<file path="src/rtl/intra_pred_pkg.sv">
// Shared definitions for the intra-prediction mode decider: mode numbering,
// decider FSM states and a width-limited saturating adder.
package intra_pred_pkg;

  typedef enum logic [3:0] {
    MODE_VERT = 4'd0,
    MODE_HOR  = 4'd1,
    MODE_DC   = 4'd2,
    MODE_DDL  = 4'd3,
    MODE_DDR  = 4'd4,
    MODE_VR   = 4'd5,
    MODE_HD   = 4'd6,
    MODE_VL   = 4'd7,
    MODE_HU   = 4'd8
  } mode_e;

  typedef enum logic {
    ACCUM  = 1'b0,
    OUTPUT = 1'b1
  } state_e;

  // Sum clamped to the largest value representable in w bits.
  function automatic logic [63:0] sat_add(input logic [63:0] a, input logic [63:0] b,
                                          input int unsigned w);
    logic [64:0] s;
    logic [64:0] lim;
    s   = {1'b0, a} + {1'b0, b};
    lim = (65'd1 << w) - 65'd1;
    return (s > lim) ? lim[63:0] : s[63:0];
  endfunction

endpackage

</file>
<file path="src/rtl/intra_cost_cmp.sv">
// Per-beat cost (SAD plus rate penalty, saturated) and the strict-less-than
// decision against the running minimum.
module intra_cost_cmp
  import intra_pred_pkg::*;
#(
  parameter int SAD_W  = 16,
  parameter int PEN_W  = 8,
  parameter int COST_W = SAD_W + 1
) (
  input  logic [SAD_W-1:0]  sad,
  input  logic [PEN_W-1:0]  penalty,
  input  logic              exempt,
  input  logic [COST_W-1:0] min_cost,
  input  logic              min_valid,
  output logic [COST_W-1:0] cost,
  output logic              take_new
);

  always_comb begin
    cost     = COST_W'(sat_add(64'(sad), exempt ? 64'd0 : 64'(penalty), COST_W));
    // Strict compare keeps the lower mode index on ties.
    take_new = !min_valid || (cost < min_cost);
  end

endmodule

</file>
<file path="src/rtl/intra_mode_select_stream.sv">
// Streaming intra mode decider: one SAD beat per mode in, {best mode, best cost}
// out. Handshakes: a beat/decision transfers on a rising edge where valid && ready.
module intra_mode_select_stream
  import intra_pred_pkg::*;
#(
  parameter  int NUM_MODES = 9,
  parameter  int SAD_W     = 16,
  parameter  int PEN_W     = 8,
  parameter  int PREF_MODE = int'(MODE_DC),
  localparam int MODE_W    = $clog2(NUM_MODES),
  localparam int COST_W    = SAD_W + 1
) (
  input  logic              clk,
  input  logic              reset,
  input  logic              flush,
  input  logic [PEN_W-1:0]  penalty,
  input  logic              sad_valid,
  output logic              sad_ready,
  input  logic [SAD_W-1:0]  sad_data,
  input  logic              sad_avail,
  output logic              best_valid,
  input  logic              best_ready,
  output logic [MODE_W-1:0] best_mode,
  output logic [COST_W-1:0] best_cost,
  output logic              best_none,
  output state_e            dbg_state
);

  state_e              state_q, state_d;
  logic [MODE_W-1:0]   cnt_q, cnt_d;
  logic [PEN_W-1:0]    pen_q, pen_d;
  logic [COST_W-1:0]   min_q, min_d;
  logic [MODE_W-1:0]   min_mode_q, min_mode_d;
  logic                any_q, any_d;
  logic                sad_ready_q, sad_ready_d;
  logic                best_valid_q, best_valid_d;
  logic [MODE_W-1:0]   best_mode_q, best_mode_d;
  logic [COST_W-1:0]   best_cost_q, best_cost_d;
  logic                best_none_q, best_none_d;

  logic                accept;
  logic                last_beat;
  logic [PEN_W-1:0]    pen_cur;
  logic [COST_W-1:0]   cost;
  logic                take_new;

  // A flush in the same cycle must not look like a completed handshake upstream.
  assign sad_ready  = sad_ready_q & ~flush;
  assign accept     = sad_valid & sad_ready;
  assign last_beat  = (cnt_q == MODE_W'(NUM_MODES - 1));
  assign pen_cur    = (cnt_q == '0) ? penalty : pen_q;
  assign best_valid = best_valid_q;
  assign best_mode  = best_mode_q;
  assign best_cost  = best_cost_q;
  assign best_none  = best_none_q;
  assign dbg_state  = state_q;

  intra_cost_cmp #(
    .SAD_W (SAD_W),
    .PEN_W (PEN_W),
    .COST_W(COST_W)
  ) u_cmp (
    .sad      (sad_data),
    .penalty  (pen_cur),
    .exempt   (cnt_q == MODE_W'(PREF_MODE)),
    .min_cost (min_q),
    .min_valid(any_q),
    .cost     (cost),
    .take_new (take_new)
  );

  always_comb begin
    state_d      = state_q;
    cnt_d        = cnt_q;
    pen_d        = pen_q;
    min_d        = min_q;
    min_mode_d   = min_mode_q;
    any_d        = any_q;
    sad_ready_d  = sad_ready_q;
    best_valid_d = best_valid_q;
    best_mode_d  = best_mode_q;
    best_cost_d  = best_cost_q;
    best_none_d  = best_none_q;
    if (flush) begin
      state_d      = ACCUM;
      cnt_d        = '0;
      min_d        = '0;
      min_mode_d   = MODE_W'(PREF_MODE);
      any_d        = 1'b0;
      sad_ready_d  = 1'b1;
      best_valid_d = 1'b0;
    end else begin
      case (state_q)
        ACCUM: begin
          sad_ready_d = 1'b1;
          if (accept) begin
            if (cnt_q == '0) pen_d = penalty;
            if (sad_avail && take_new) begin
              min_d      = cost;
              min_mode_d = cnt_q;
            end
            any_d = any_q | sad_avail;
            if (last_beat) begin
              state_d      = OUTPUT;
              cnt_d        = '0;
              sad_ready_d  = 1'b0;
              best_valid_d = 1'b1;
              best_none_d  = !any_d;
              best_mode_d  = any_d ? min_mode_d : MODE_W'(PREF_MODE);
              best_cost_d  = any_d ? min_d : '1;
              min_d        = '0;
              min_mode_d   = MODE_W'(PREF_MODE);
              any_d        = 1'b0;
            end else begin
              cnt_d = cnt_q + 1'b1;
            end
          end
        end
        OUTPUT: begin
          sad_ready_d = 1'b0;
          if (best_ready) begin
            state_d      = ACCUM;
            best_valid_d = 1'b0;
            sad_ready_d  = 1'b1;
          end
        end
        default: state_d = ACCUM;
      endcase
    end
  end

  always_ff @(posedge clk or negedge reset) begin
    if (!reset) begin
      state_q      <= ACCUM;
      cnt_q        <= '0;
      pen_q        <= '0;
      min_q        <= '0;
      min_mode_q   <= MODE_W'(PREF_MODE);
      any_q        <= 1'b0;
      sad_ready_q  <= 1'b0;
      best_valid_q <= 1'b0;
      best_mode_q  <= MODE_W'(PREF_MODE);
      best_cost_q  <= '0;
      best_none_q  <= 1'b0;
    end else begin
      state_q      <= state_d;
      cnt_q        <= cnt_d;
      pen_q        <= pen_d;
      min_q        <= min_d;
      min_mode_q   <= min_mode_d;
      any_q        <= any_d;
      sad_ready_q  <= sad_ready_d;
      best_valid_q <= best_valid_d;
      best_mode_q  <= best_mode_d;
      best_cost_q  <= best_cost_d;
      best_none_q  <= best_none_d;
    end
  end

endmodule

</file>
<file path="config.mk">
export PLATFORM = sky130hd
export DESIGN_NAME = intra_mode_select_stream
export DESIGN_NICKNAME = d
export VERILOG_FILES = /design/src/rtl/intra_pred_pkg.sv /design/src/rtl/intra_cost_cmp.sv /design/src/rtl/intra_mode_select_stream.sv
export SDC_FILE = /design/constraint.sdc
export NUM_CORES = 1
export LEC_CHECK = 0
export BUFFER_PORTS_ARGS = -buffer_cell sky130_fd_sc_hd__buf_4
export CORE_MARGIN = 4
export CORE_UTILIZATION = 61
export DETAILED_ROUTE_END_ITERATION = 10
export GPL_TIMING_DRIVEN = 0
export PLACE_DENSITY = 0.91
export SLEW_MARGIN = 10
export SYNTH_ARGS = -nofsm -noshare
export SYNTH_HDL_FRONTEND = slang
export SYNTH_SLANG_ARGS = --single-unit
</file>
<file path="constraint.sdc">
create_clock -name clk -period 12 [get_ports clk]
set_input_delay 1.2 -clock clk [delete_from_list [all_inputs] [get_ports clk]]
set_output_delay 1.2 -clock clk [all_outputs]
set_load 0.03 [all_outputs]
</file>
Yosys cells after proc, flatten, opt, wreduce, memory -nomap -nowiden

Cells that the tools add are included.

Input bits: 30
Output and inout bits: 25
Register bits: 59
Logic and storage cells: 74

Bitwise gates (word level): 5
Muxes and demuxes: 38
Add/sub/neg operators: 2
Equality and inequality tests: 6
Reductions and logical operators: 10
Magnitude comparators: 2

Operator list:

| operator             | number |
|---|---|
| $mux 17              | 7 |
| $gt 65x17->1 const B | 1 |
| $mux 4               | 10 |
| $add 16x8->17        | 1 |
| $lt 17x17->1         | 1 |
| $mux 1               | 16 |
| $mux 8               | 2 |
| $ne 3x3->1 const B   | 3 |
| $pmux 1 s2           | 3 |
| $reduce_and 3->1     | 2 |
| $add 4x1->4 const B  | 1 |
| $eq 4x2->1 const B   | 1 |
| $eq 4x4->1 const B   | 1 |
| $logic_not 4->1      | 1 |
| $reduce_and 4->1     | 1 |
| $and 1x1->1          | 2 |
| $logic_not 1->1      | 2 |
| $ne 2x2->1 const B   | 1 |
| $not 1->1            | 2 |
| $reduce_and 2->1     | 1 |
| $reduce_bool 2->1    | 1 |
| $logic_and 1x1->1    | 1 |
| $logic_or 1x1->1     | 1 |
| $or 1x1->1           | 1 |

Longest topological paths before layout

Gate-level depths: netlist of run 1.

Depth in word-level cells: 14
Depth in mapped cells: 22
Gate-level depth less buffers: 19

Hierarchy

A second synthesis of run 1 with hierarchy kept.

Cell total of the unflattened synthesis: 394
Area, all modules: 3833.7 sq um

By module, submodules not included:

| module                   | sequential area each (sq um) | instances | cells each | area an instance (sq um) |
|---|---|---|---|---|
| intra_mode_select_stream | 1478.9                       | 1         | 254        | 2836.5 |
| intra_cost_cmp           | 0.0                          | 1         | 140        | 997.2 |

Least setup slack after synthesis of run 1

No wires, ideal clock.

Path kind: input to register
Start: in penalty[0]
End: reg best_cost_q[11], in the netlist best_cost[11]
Stages on the path: 17
Required time: 11876 ps
Buffers on the path: 2
Slack: 7457 ps
Data arrival time: 4419 ps
Setup time: 124 ps
Path through: nand2_1 -> a21oi_1 -> ha_1 -> fa_1 -> a211oi_1 -> o21ai_2 -> a31oi_2 -> nor3b_2 -> xor2_1 -> ha_1 -> a211oi_2 -> o21bai_1 -> a221oi_2 -> o21ai_2 -> buf_6 -> buf_8 -> o31a_1

Cells in the longest elaborated chain, start to end: 10

Ends and longest elaborated chain:

| item                 | RTL line                        | source |
|---|---|---|
| start, declared      | intra_mode_select_stream.sv:16  | `input logic [PEN_W-1:0] penalty,` |
| $mux 8 (*)           | -                               |  |
| $mux 8 (*)           | intra_cost_cmp.sv:20            | `cost = COST_W'(sat_add(64'(sad), exempt ? 64'd0 : 64'(penalty), COST_W));` |
| $add 16x8->17 (*)    | intra_pred_pkg.sv:27            | `s = {1'b0, a} + {1'b0, b};` |
| $gt 65x17->1         | intra_pred_pkg.sv:29            | `return (s > lim) ? lim[63:0] : s[63:0];` |
| $mux 17 (*)          | intra_pred_pkg.sv:29            |  |
| $lt 17x17->1         | intra_cost_cmp.sv:22            | `take_new = !min_valid \|\| (cost < min_cost);` |
| $logic_or 1x1->1     | intra_cost_cmp.sv:22            |  |
| $logic_and 1x1->1    | intra_mode_select_stream.sv:98  | `if (sad_avail && take_new) begin` |
| $mux 17 (*)          | intra_mode_select_stream.sv:98  |  |
| $mux 17 (*)          | intra_mode_select_stream.sv:110 | `best_cost_d = any_d ? min_d : '1;` |
| end signal, assigned | intra_mode_select_stream.sv:155 | `best_cost_q <= best_cost_d;` |
| end, declared        | intra_mode_select_stream.sv:38  | `logic [COST_W-1:0] best_cost_q, best_cost_d;` |

Mark *: on every way between the ends. The rest lies on a longest branch, timed or not.
A chain may end at the register's enable or synchronous reset.

Final worst setup path of run 1

Start: reg cnt_q[0]
End: reg best_cost_q[12], in the netlist best_cost[12]

Cells in the longest elaborated chain, start to end: 11
Elaborated cells on any way between the ends: 14
Those cells by class: add/sub: 1; order compare: 2; eq/ne: 2; mux: 5; reduce/logical: 4

Ends and longest elaborated chain:

| item                   | RTL line                        | source |
|---|---|---|
| start, declared        | intra_mode_select_stream.sv:30  | `logic [MODE_W-1:0] cnt_q, cnt_d;` |
| start signal, assigned | intra_mode_select_stream.sv:147 | `cnt_q <= cnt_d;` |
| $logic_not 4->1        | intra_mode_select_stream.sv:51  | `assign pen_cur = (cnt_q == '0) ? penalty : pen_q;` |
| $mux 8                 | -                               |  |
| $mux 8                 | intra_cost_cmp.sv:20            |  |
| $add 16x8->17          | intra_pred_pkg.sv:27            |  |
| $gt 65x17->1           | intra_pred_pkg.sv:29            |  |
| $mux 17                | intra_pred_pkg.sv:29            |  |
| $lt 17x17->1           | intra_cost_cmp.sv:22            |  |
| $logic_or 1x1->1       | intra_cost_cmp.sv:22            |  |
| $logic_and 1x1->1      | intra_mode_select_stream.sv:98  |  |
| $mux 17                | intra_mode_select_stream.sv:98  |  |
| $mux 17                | intra_mode_select_stream.sv:110 |  |

Several ways; a longest one is shown, not always the timed one.

==> results.md, run 1 <==
* R2R Path End: best_cost[12]
* Post-Syn Area at about 0.0035 mm²
* Register area at ~0.0015 mm²
* Die footprint at slightly above 0.007 mm²
* DRC Markers at 0
* Area Growth Syn to Fin at 19.8%
* Hold buffers post-CTS at 0
* Initial DRC count at between 200 and 300
* Final period utilization at 0.426
* CTS resizes at 0
* First-pass GRT wire length at between 15,000 and 20,000 µm
* Drt pass-1 iters at 6
* Power per cell area at 146 mW/mm²
* Worst EP required at ~12 ns
* Antenna-violating nets left at 0
* Final setup viols at 0
* Worst r2r src: cnt_q[0]
* Syn_area_per_cell at 9.62 µm²
* Vias at around 3,200
* Clock Latency Late Sink at ~0.35 ns
* Footprint of the multi-input gates at about 0.0019 mm²
* Routability cong. at around 0.9
* Layout cell share with drive strength beyond 1 at 0.242
* CTS tree: built
* Fin. Hold Viols at 0
* Final min period at about 5.1 ns
* Vias in the first global route at around 3,300
* Synthesized flop and latch total at 59
* Total clock sinks at 59
* Clk buf depth at 2
* Slew headroom at 0.507
* LEAKAGE at 2.01 nW
* Fillcell total at around 400
* Register share of total power at 0.363
* CP Capture Type: flip-flop
* HP Class: reg2reg
* Root buffer cell: clkbuf_8
* Comb power frac at 0.328
* Switching power at roughly 0.00021 W
* Per-cell routed wire length at between 15 and 20 µm
* Largest cells by area after synthesis: dfrtp_1 40%, ha_1 9.5%, nand2_1 6.0%
* Max-cap violations at 0
* Cell count after placement at slightly below 500
* R2R cell count at 22
* Netlist cell types at between 50 and 60
* Largest net degree at the start of global routing at 60
* Max VDD drop at 89.7 µV
* Top_reg_cell synth: dfrtp_1
* Reg2reg setup slack at between 6 and 7 ns
* RSZ-0062 raised after global routing: false
* Chip height at approximately 84 µm
* Gr usage total at 0.273
* Cells after synthesis at approximately 370
* Worst-path fanout max at 10
* TritonCTS Buffers at 9
* Critical Path Sink: best_cost[12]
* Finished Layout Cells at 510
* Yosys top cell by area: dfrtp_1
* Worst-Margin Slew at roughly 0.74 ns
* Core area at 0.00557 mm²
* Rows at 27
* H-Tree Level Count at 3
* Hold Crit Depth at 2
* I/O Buffers at 54
* Syn_nets at ~430
* CP startpoint: cnt_q[0]
* Top Ports at 55
* Nets at 491
* Clock power frac at 0.309
* Startpoint Class: flip-flop
* Setup Skew at between 0.007 and 0.008 ns
* Fmax at roughly 0.2 GHz
* Top cells by count, synth: 57 x dfrtp_1, 57 x nand2_1, 30 x nor2_1
* Initial Util at 0.635
* Register area share after synthesis at 0.418
* Worst path arrival time at between 5 and 6 ns
* Kind of critical path: reg2reg
* Die W at 84.2 µm
* Clk slew on worst S/H paths at 0.07 ns
* Top cell type's share of synthesized area at 0.403
* Net Sw Frac at 0.345
* Ys async rst share at 1.00
* Final Max Tran Viols at 0
* EDFF count, synth at 0
* Status: finished clean
* Cell-internal power at about 0.0004 W
* Post-DP HPWL at approximately 6500 µm
* Antenna violations before repair at 0
* Synthesis Warnings at 0
* Post-CTS setup buffer count at 0
* Setup_tns at 0 ns
* Remaining Overflow, GRT at 0
* Diodes inserted at 0
* Vias/cell at roughly 6.3
* Sum of routed wire length over all layers at approximately 9400 µm
[kinds of logic after synthesis]
family	Yosys count	synth area share
fa+ha+maj	28	0.101
xor+xnor	14	0.0346
flops	59	0.418
compound gates	104	0.218
simple gates	118	0.150
buf+inv	37	0.0530
mux	8	0.0255
[metal layers]
layer / vias up / GRT usage / part of all wire
met1: 1565 / 0.326 / 0.40
met5: - / 0 / 0
met3: 31 / 0.0638 / 0.072
met4: 0 / 0.126 / 0.025
li1: 1449 / - / -
met2: 155 / 0.467 / 0.51
[through the flow]
step                       util  setup slack [ns]  cell area [µm²]  power [W]  hold slack (ns)
after floorplan               -              7.46             3540   0.000371            0.461
after global placement    0.724              7.00             4040   0.000413            0.459
after detailed placement  0.724              6.82             4040   0.000424            0.480
after CTS                 0.760              6.95             4240   0.000612            0.490
after global routing      0.760              6.61             4240   0.000649            0.514
final                     0.760              6.89             4240   0.000619            0.492
[state kept, by name, indices dropped and copies added (netlist names), 4 cells and up]
register,count
min_q,17
min_mode_q,4
cnt_q,4
best_mode,4
pen_q,8
best_cost,17
[cell type report]
class / count / area share
Timing Repair Buffer: 54 / 0.0956
Buffer: 17 / 0.0266
Multi-Input combinational cell: 272 / 0.442
Tap cell: 72 / 0.0213
Clock inverter: 4 / 0.0115
Inverter: 20 / 0.0177
Sequential cell: 59 / 0.349
Clock buffer: 12 / 0.0366
[layout by cell type (no fill, tap or decap), types with 3 or more instances in the layout]
master,instances
nor2_1,30
ha_1,27
inv_1,20
nand2_1,57
buf_2,6
a221oi_2,3
clkbuf_8,11
buf_6,3
nand3_1,5
or2_2,3
a31oi_1,16
clkbuf_1,6
nor3_1,3
a22o_1,20
a21o_1,5
buf_4,56
a21oi_1,22
xnor2_1,6
and2_1,5
o31a_1,6
o21ai_2,3
mux2_2,8
xor2_1,8
o21ai_0,9
dfrtp_1,57
[power by group through the flow]
stage	sequential (W)	clock [W]	combinational, W
after floorplan	0.000225	0	0.000146
after global placement	0.000226	0	0.000187
after detailed placement	0.000227	0	0.000196
after CTS	0.000224	0.000189	0.000200
after global routing	0.000226	0.000200	0.000222
final	0.000225	0.000191	0.000203
[critical path, cell delays in order (launching register included)]
cell      delay, ns
dfrtp_1        0.40
inv_1          0.12
ha_1           0.26
and2_1         0.15
clkbuf_1       0.19
nand2_1        0.14
a21oi_1        0.08
ha_1           0.24
fa_1           0.45
a211oi_1       0.34
o21ai_2        0.16
a31oi_2        0.31
nor3b_2        0.09
xor2_1         0.28
ha_1           0.33
a211oi_2       0.22
o21bai_1       0.12
a221oi_2       0.40
o21ai_2        0.12
buf_6          0.17
buf_4          0.19
nor3_1         0.18
nor2_1         0.07
[worst min-delay path by stage]
stage                        startpoint       endpoint
after floorplan           min_mode_q[3]  min_mode_q[3]
after global placement     best_mode[3]   best_mode[3]
after detailed placement   best_mode[3]   best_mode[3]
after CTS                 min_mode_q[1]   best_mode[1]
after global routing      min_mode_q[1]   best_mode[1]
final                      best_mode[3]   best_mode[3]
(Power assumes the default switching activity.)
==> inputs of run 2 (changes only) <==
--- a/config.mk
+++ b/config.mk
@@ -7,10 +7,10 @@
 export LEC_CHECK = 0
 export BUFFER_PORTS_ARGS = -buffer_cell sky130_fd_sc_hd__buf_4
 export CORE_MARGIN = 4
-export CORE_UTILIZATION = 61
+export CORE_UTILIZATION = 57
 export DETAILED_ROUTE_END_ITERATION = 10
 export GPL_TIMING_DRIVEN = 0
-export PLACE_DENSITY = 0.91
+export PLACE_DENSITY = 0.86
 export SLEW_MARGIN = 10
 export SYNTH_ARGS = -nofsm -noshare
 export SYNTH_HDL_FRONTEND = slang
==> constraint.sdc (replaced) <==
create_clock -name clk -period 4.79 [get_ports clk]
set_input_delay 0.479 -clock clk [delete_from_list [all_inputs] [get_ports clk]]
set_output_delay 0.479 -clock clk [all_outputs]
set_load 0.03 [all_outputs]
==> run 2 against run 1 <==
- sequential power increased by 150%
- global-route usage decreased by 0.47 points
- die area increased by 6.3%
- core utilization decreased by 3.6 points
- register-to-register slack got worse by 6.6 ns
- combinational power increased to 2.6 times the previous value
- cell area increased by 2.4%
- largest power group unchanged
- highest routed layer unchanged
==> results.md, run 2 (same netlist as run 1, synthesis figures left out) <==
* Status: finished clean
* Worst path arrival time at 4.73 ns (-0.61 ns)
* Initial Util at 0.591 (-0.0442)
* Vias/cell at 6.04 (-3.8%)
* Setup Skew at 0.00946 ns (+0.00240 ns)
* Clock Latency Late Sink at 0.36 ns (about the same)
* Dpl cell area at 0.00404 mm² (about the same)
* LEAKAGE at 2.05 nW (+2.1%)
* Fin. Hold Viols at 0 (unchanged)
* Die footprint at 0.00753 mm² (+6.3%)
* Fmax at 0.223 GHz (+14%)
* Worst EP required at 5.03 ns (-7.20 ns)
* Gr usage total at 0.269 (-0.00469)
* Most frequent cells in the layout: 60 x buf_4, 57 x dfrtp_1, 56 x nand2_1
* Final Max Tran Viols at 0 (unchanged)
* Slew headroom at 0.501 (-0.00674)
* Antenna violations before repair at 0 (unchanged)
* Vias in the first global route at 3,152 (-3.3%)
* Fillcell total at 442 (+7.3%)
* Worst-Margin Slew at 0.749 ns (+0.0101 ns)
* Chip height at 86.8 µm (+3.1%)
* DRC Markers at 0 (unchanged)
* Kind of critical path: reg2reg
* Final instance area at 0.00434 mm² (+2.4%)
* Core area at 0.00599 mm² (+7.5%)
* TritonCTS Buffers at 9 (unchanged)
* Die W at 86.8 µm (+3.1%)
* Final min period at 4.49 ns (-0.621 ns)
* Largest net degree at the start of global routing at 60 (unchanged)
* H-Tree Level Count at 3 (unchanged)
* Top cell by count, worst path: ha_1
* HP Class: in2async
* Root buffer cell: clkbuf_8
* First-pass GRT wire length at 15,400 µm (+1.3%)
* Diodes inserted at 0 (unchanged)
* Area Growth Syn to Fin at 22.6%
* I/O Buffers at 54 (unchanged)
* Antenna-violating nets left at 0 (unchanged)
* Post-layout util at 0.724 (-0.0362)
* Initial DRC count at 260 (-9.4%)
* Power per cell area at 371 mW/mm² (+150%)
* Final setup viols at 0 (unchanged)
* Per-cell routed wire length at 18.3 µm (-0.38%)
* Register area at 0.00148 mm² (unchanged)
* Hold_ws at 0.178 ns (-0.314 ns)
* R2R Path End: best_cost[10]
* Clk buf depth at 2 (unchanged)
* CP max stage delay at 0.42 ns (-0.03 ns)
* Startpoint Class: flip-flop
* Max-cap violations at 0 (unchanged)
* Max VDD drop at 270 µV (+200%)
* Crit-path slowest cell: dfrtp_1
* Post-DP HPWL at 6380 µm (-1.3%)
* Total clock sinks at 59 (unchanged)
* Layout cell share with drive strength beyond 1 at 0.270 (+0.0284)
* Routability cong. at 0.906 (-0.99%)
* Remaining Overflow, GRT at 0 (unchanged)
* Worst r2r src: cnt_q[0]
* Clk slew on worst S/H paths at 0.07 ns (about the same)
* CP Capture Type: flip-flop
* Reg2reg setup slack at 0.30 ns (-6.59 ns)
* Worst-path fanout max at 10 (unchanged)
* Sum of routed wire length over all layers at 9410 µm (+0.60%)
* Top Ports at 55 (unchanged)
* Nets at 493 (+0.41%)
* Vias at 3,109 (-2.8%)
* R2R cell count at 21 (-4.5%)
* Drt pass-1 iters at 7 (+1)
* Crit path cell chain: inv_1 > ha_1 > nand2_2 > nand2_1 > a21oi_1 > ha_1 > fa_2 > a211oi_2 > o21ai_2 > a31oi_4 > nor3b_2 > xor2_2 > ha_1 > a211oi_2 > o21bai_1 > a221oi_2 > o21ai_2 > buf_6 > buf_4 > nor3_1 > nor2_1
* Final period utilization at 0.938 (+0.512)
* Footprint of the multi-input gates at 0.00192 mm² (+2.7%)
* Commonest non-fill, non-tap cell in the layout: buf_4
* CTS tree: built
* Rows at 28 (+3.7%)
[run 2: cell types whose count changed in the layout (fill, tap and decap cells not counted), sizes merged]
cell      change
bufinv        +1
clkinvlp      +2
buf           +4
clkbuf        -4
clkinv        -1
[run 2: layer usage]
layer  part of all wire  track usage
met5                  0            0
met4              0.040        0.105
met2               0.48        0.434
met1               0.41        0.340
met3              0.068       0.0760
[run 2: cell type report]
type | instances | area share
plain buffers | 15 | 0.0242
clock buffers | 10 | 0.0317
clock inverters | 6 | 0.0205
inverters | 20 | 0.0173
multi-input cells | 272 | 0.443
flip-flops and latches | 59 | 0.341
well taps | 75 | 0.0216
repair buffers | 58 | 0.100
[run 2: worst max-delay path by stage]
stage	startpoint	end	depth (start not counted)
5_1_grt	cnt_q[0]	best_cost[10]	21
6_report	cnt_q[0]	best_cost[10]	21
2_1_floorplan	cnt_q[0]	best_cost[11]	21
4_1_cts	cnt_q[0]	best_cost[12]	21
3_5_place_dp	cnt_q[0]	best_cost[10]	22
3_3_place_gp	cnt_q[0]	best_cost[10]	22
[run 2: critical path, delay by kind of cell, from the launching register on]
kind / cells / cell delay, ns
fa+ha+maj: 4 / 1.18
buf+inv: 3 / 0.53
flops: 1 / 0.42
simple gates: 5 / 0.61
xor+xnor: 1 / 0.17
compound gates: 8 / 1.45
[run 2: power breakdown]
| part | leakage [nW] | switching [W] | internal, W |
|---|---|---|---|
| Sequential | 0.786 | 0.0000247 | 0.000536 |
| Combinational | 1.16 | 0.000303 | 0.000224 |
| Clock | 0.108 | 0.000216 | 0.000307 |
[run 2: stage by stage]
stage / std cells / power [W] / setup slack (ns) / setup TNS (ns)
6_report: 515 / 0.00161 / 0.299 / 0
4_1_cts: 514 / 0.00159 / 0.0764 / 0
5_1_grt: 515 / 0.00171 / -0.0119 / -0.0171
2_1_floorplan: 368 / 0.000929 / 0.455 / 0
3_3_place_gp: 497 / 0.00104 / -0.00963 / -0.0177
3_5_place_dp: 497 / 0.00106 / -0.105 / -2.08
[run 2: timing repair]
| item | CTS | global route |
|---|---|---|
| endpoints found under the hold margin | 0 | 0 |
| hold buffers | 0 | 0 |
| setup buffers | 2 | 2 |
| pin swaps | 0 | 2 |
| gates resized for setup | 2 | 8 |
| endpoints found under the setup margin | 42 | 42 |
==> inputs of run 3 (changes only) <==
--- a/config.mk
+++ b/config.mk
@@ -8,6 +8,7 @@
 export BUFFER_PORTS_ARGS = -buffer_cell sky130_fd_sc_hd__buf_4
 export CORE_MARGIN = 4
 export CORE_UTILIZATION = 57
+export CTS_BUF_LIST = sky130_fd_sc_hd__clkbuf_16
 export DETAILED_ROUTE_END_ITERATION = 10
 export GPL_TIMING_DRIVEN = 0
 export PLACE_DENSITY = 0.86
==> run 3 against run 2 <==
- sequential share of layout area fell by 0.51 points
- via count is 0.16% lower
- cell area is 1.5% higher
- cell count shrank 0.19%
- register-to-register slack better by 0.03 ns
- first-iteration DRC count is 0.38% lower
- combinational power decreased by 0.9%
- worst hold slack better by 0.030 ns
- core utilization is 1.1 points higher
- flip-flop and latch count unchanged
- largest power group is now the clock network
- clock power rose by 32%
- global-route usage about the same
==> results.md, run 3 (same netlist as run 1, synthesis figures left out) <==
* Power per cell area at 403 mW/mm² (+8.6%)
* Status: finished clean
* Setup Skew at 0.00755 ns (-0.00191 ns)
* Final min period at 4.46 ns (-0.0334 ns)
* Most frequent cells in the layout: 59 x buf_4, 57 x dfrtp_1, 56 x nand2_1
* Cell count after placement at 497 (unchanged)
* Clock power frac at 0.389 (+0.065)
* Clk buf depth at 2 (unchanged)
* CP Capture Type: flip-flop
* Initial Util at 0.591 (unchanged)
* Remaining Overflow, GRT at 0 (unchanged)
* Slew headroom at 0.504 (+0.00331)
* Routability cong. at 0.906 (unchanged)
* Vias in the first global route at 3,191 (+1.2%)
* Diodes inserted at 0 (unchanged)
* Antenna-violating nets left at 0 (unchanged)
* Rows at 28 (unchanged)
* Gr usage total at 0.269 (about the same)
* Footprint of the multi-input gates at 0.00191 mm² (-0.91%)
* Worst path arrival time at 4.67 ns (-0.06 ns)
* Switching power at 0.000564 W (+3.7%)
* Final setup viols at 0 (unchanged)
* Area Growth Syn to Fin at 24.5%
* Net Sw Frac at 0.318 (-0.0200)
* Final period utilization at 0.931 (-0.00696)
* CTS tree: built
* Total clock sinks at 59 (unchanged)
* Fmax at 0.224 GHz (+0.75%)
* Setup_tns at 0 ns (unchanged)
* Comb power frac at 0.294 (-0.033)
* DRC Markers at 0 (unchanged)
* First-pass GRT wire length at 15,500 µm (+0.40%)
* Register share of total power at 0.316 (-0.032)
* RSZ-0062 raised after global routing: false
* Worst EP required at 5.00 ns (-0.03 ns)
* Kind of critical path: reg2reg
* Largest net degree at the start of global routing at 60 (unchanged)
* Top Ports at 55 (unchanged)
* HP Class: in2async
* Clk slew on worst S/H paths at 0.06 ns (about the same)
* Die footprint at 0.00753 mm² (unchanged)
* Fillcell total at 435 (-1.6%)
* H-Tree Level Count at 3 (unchanged)
* Sum of routed wire length over all layers at 9250 µm (-1.6%)
* Layout cell share with drive strength beyond 1 at 0.262 (-0.00850)
* Max VDD drop at 320 µV (+18%)
* Initial DRC count at 259 (-0.38%)
* Worst-Margin Slew at 0.744 ns (-0.00496 ns)
* Die W at 86.8 µm (unchanged)
* Register area at 0.00148 mm² (unchanged)
* Clock Latency Late Sink at 0.34 ns (-0.02 ns)
* Chip height at 86.8 µm (unchanged)
* Fin. Hold Viols at 0 (unchanged)
* TritonCTS Buffers at 9 (unchanged)
* Worst-path fanout max at 10 (unchanged)
* Per-cell routed wire length at 18.0 µm (-1.4%)
* Core area at 0.00599 mm² (unchanged)
* Root buffer cell: clkbuf_16
* Antenna violations before repair at 0 (unchanged)
* Drt pass-1 iters at 5 (-2)
* Cell-internal power at 0.00121 W (+14%)
* Startpoint Class: flip-flop
* Nets at 492 (-0.20%)
* Vias/cell at 6.04 (about the same)
* Commonest non-fill, non-tap cell in the layout: buf_4
* Hold buffers post-CTS at 0 (unchanged)
* Finished Layout Cells at 514 (-0.19%)
* LEAKAGE at 2.07 nW (+0.97%)
* Vias at 3,104 (-0.16%)
* Final Max Tran Viols at 0 (unchanged)
* I/O Buffers at 54 (unchanged)
* Max-cap violations at 0 (unchanged)
* Post-DP HPWL at 6380 µm (unchanged)
run 3: changes by cell type in the layout (fill, tap and decap cells not counted), sizes merged:
cell,before,now
clkinv,2,3
clkbuf,13,12
buf,70,69
run 3: timing repair:
action	4_1_cts	5_1_grt
setup buffers	0	3
pin swaps	0	2
gates resized for setup	2	6
setup endpoints to repair	42	42
run 3: layout make-up:
cell class	count	share of cell area
multi-input combinational	272	0.433
sequential	59	0.336
timing repair buffer	57	0.0971
clock buffer	9	0.0511
buffer	15	0.0239
tap	75	0.0213
clock inverter	7	0.0210
inverter	20	0.0170
run 3: final timing paths:
| check | from | to | slack (ns) | depth (start not counted) |
|---|---|---|---|---|
| max reg2reg | cnt_q[0] | best_cost[10] | 0.33 | 21 |
| min reg2reg | best_mode[3] | best_mode[3] | 0.49 | 2 |
| max | cnt_q[0] | best_cost[10] | 0.33 | 21 |
| min | reset | pen_q[1] | 0.21 | 1 |
| min in group clk | flush | cnt_q[2] | 0.35 | 2 |
| max in group asynchronous | reset | min_q[15] | 4.08 | 1 |
run 3: power by group through the flow:
stage | registers [W] | logic (W) | clock network, W
2_1_floorplan | 0.000563 | 0.000366 | 0
3_3_place_gp | 0.000567 | 0.000470 | 0
3_5_place_dp | 0.000569 | 0.000491 | 0
4_1_cts | 0.000561 | 0.000503 | 0.000693
5_1_grt | 0.000566 | 0.000588 | 0.000722
6_report | 0.000562 | 0.000523 | 0.000691
run 3: metal layers:
layer / track usage / share of wire / vias to the layer above
met5: 0 / 0 / -
li1: - / - / 1456
met4: 0.110 / 0.032 / 0
met1: 0.337 / 0.41 / 1472
met3: 0.0798 / 0.075 / 30
met2: 0.433 / 0.48 / 146
run 3: per-stage QoR:
stage | instance area [µm²] | utilization | hold WS (ns) | setup slack (ns) | total power (W)
global placement | 4040 | 0.674 | 0.461 | -0.00963 | 0.00104
CTS | 4370 | 0.729 | 0.236 | 0.0490 | 0.00176
detailed placement | 4040 | 0.674 | 0.466 | -0.105 | 0.00106
finish | 4410 | 0.735 | 0.208 | 0.333 | 0.00178
floorplan | 3540 | - | 0.183 | 0.455 | 0.000929
global route | 4410 | 0.735 | 0.267 | 0.00940 | 0.00188
run 3: worst max-delay path: stages, from the launching register on:
cell and delay (ns):
dfrtp_1 0.41, inv_1 0.16, ha_1 0.26, nand2_2 0.14
nand2_1 0.10, a21oi_1 0.06, ha_1 0.22, fa_2 0.38
a211oi_2 0.26, o21ai_2 0.11, a31oi_4 0.24, nor3b_2 0.09
xor2_2 0.17, ha_1 0.32, a211oi_2 0.22, o21bai_1 0.11
a221oi_2 0.34, o21ai_2 0.11, buf_6 0.17, buf_4 0.19
nor3_2 0.18, nor2_1 0.07
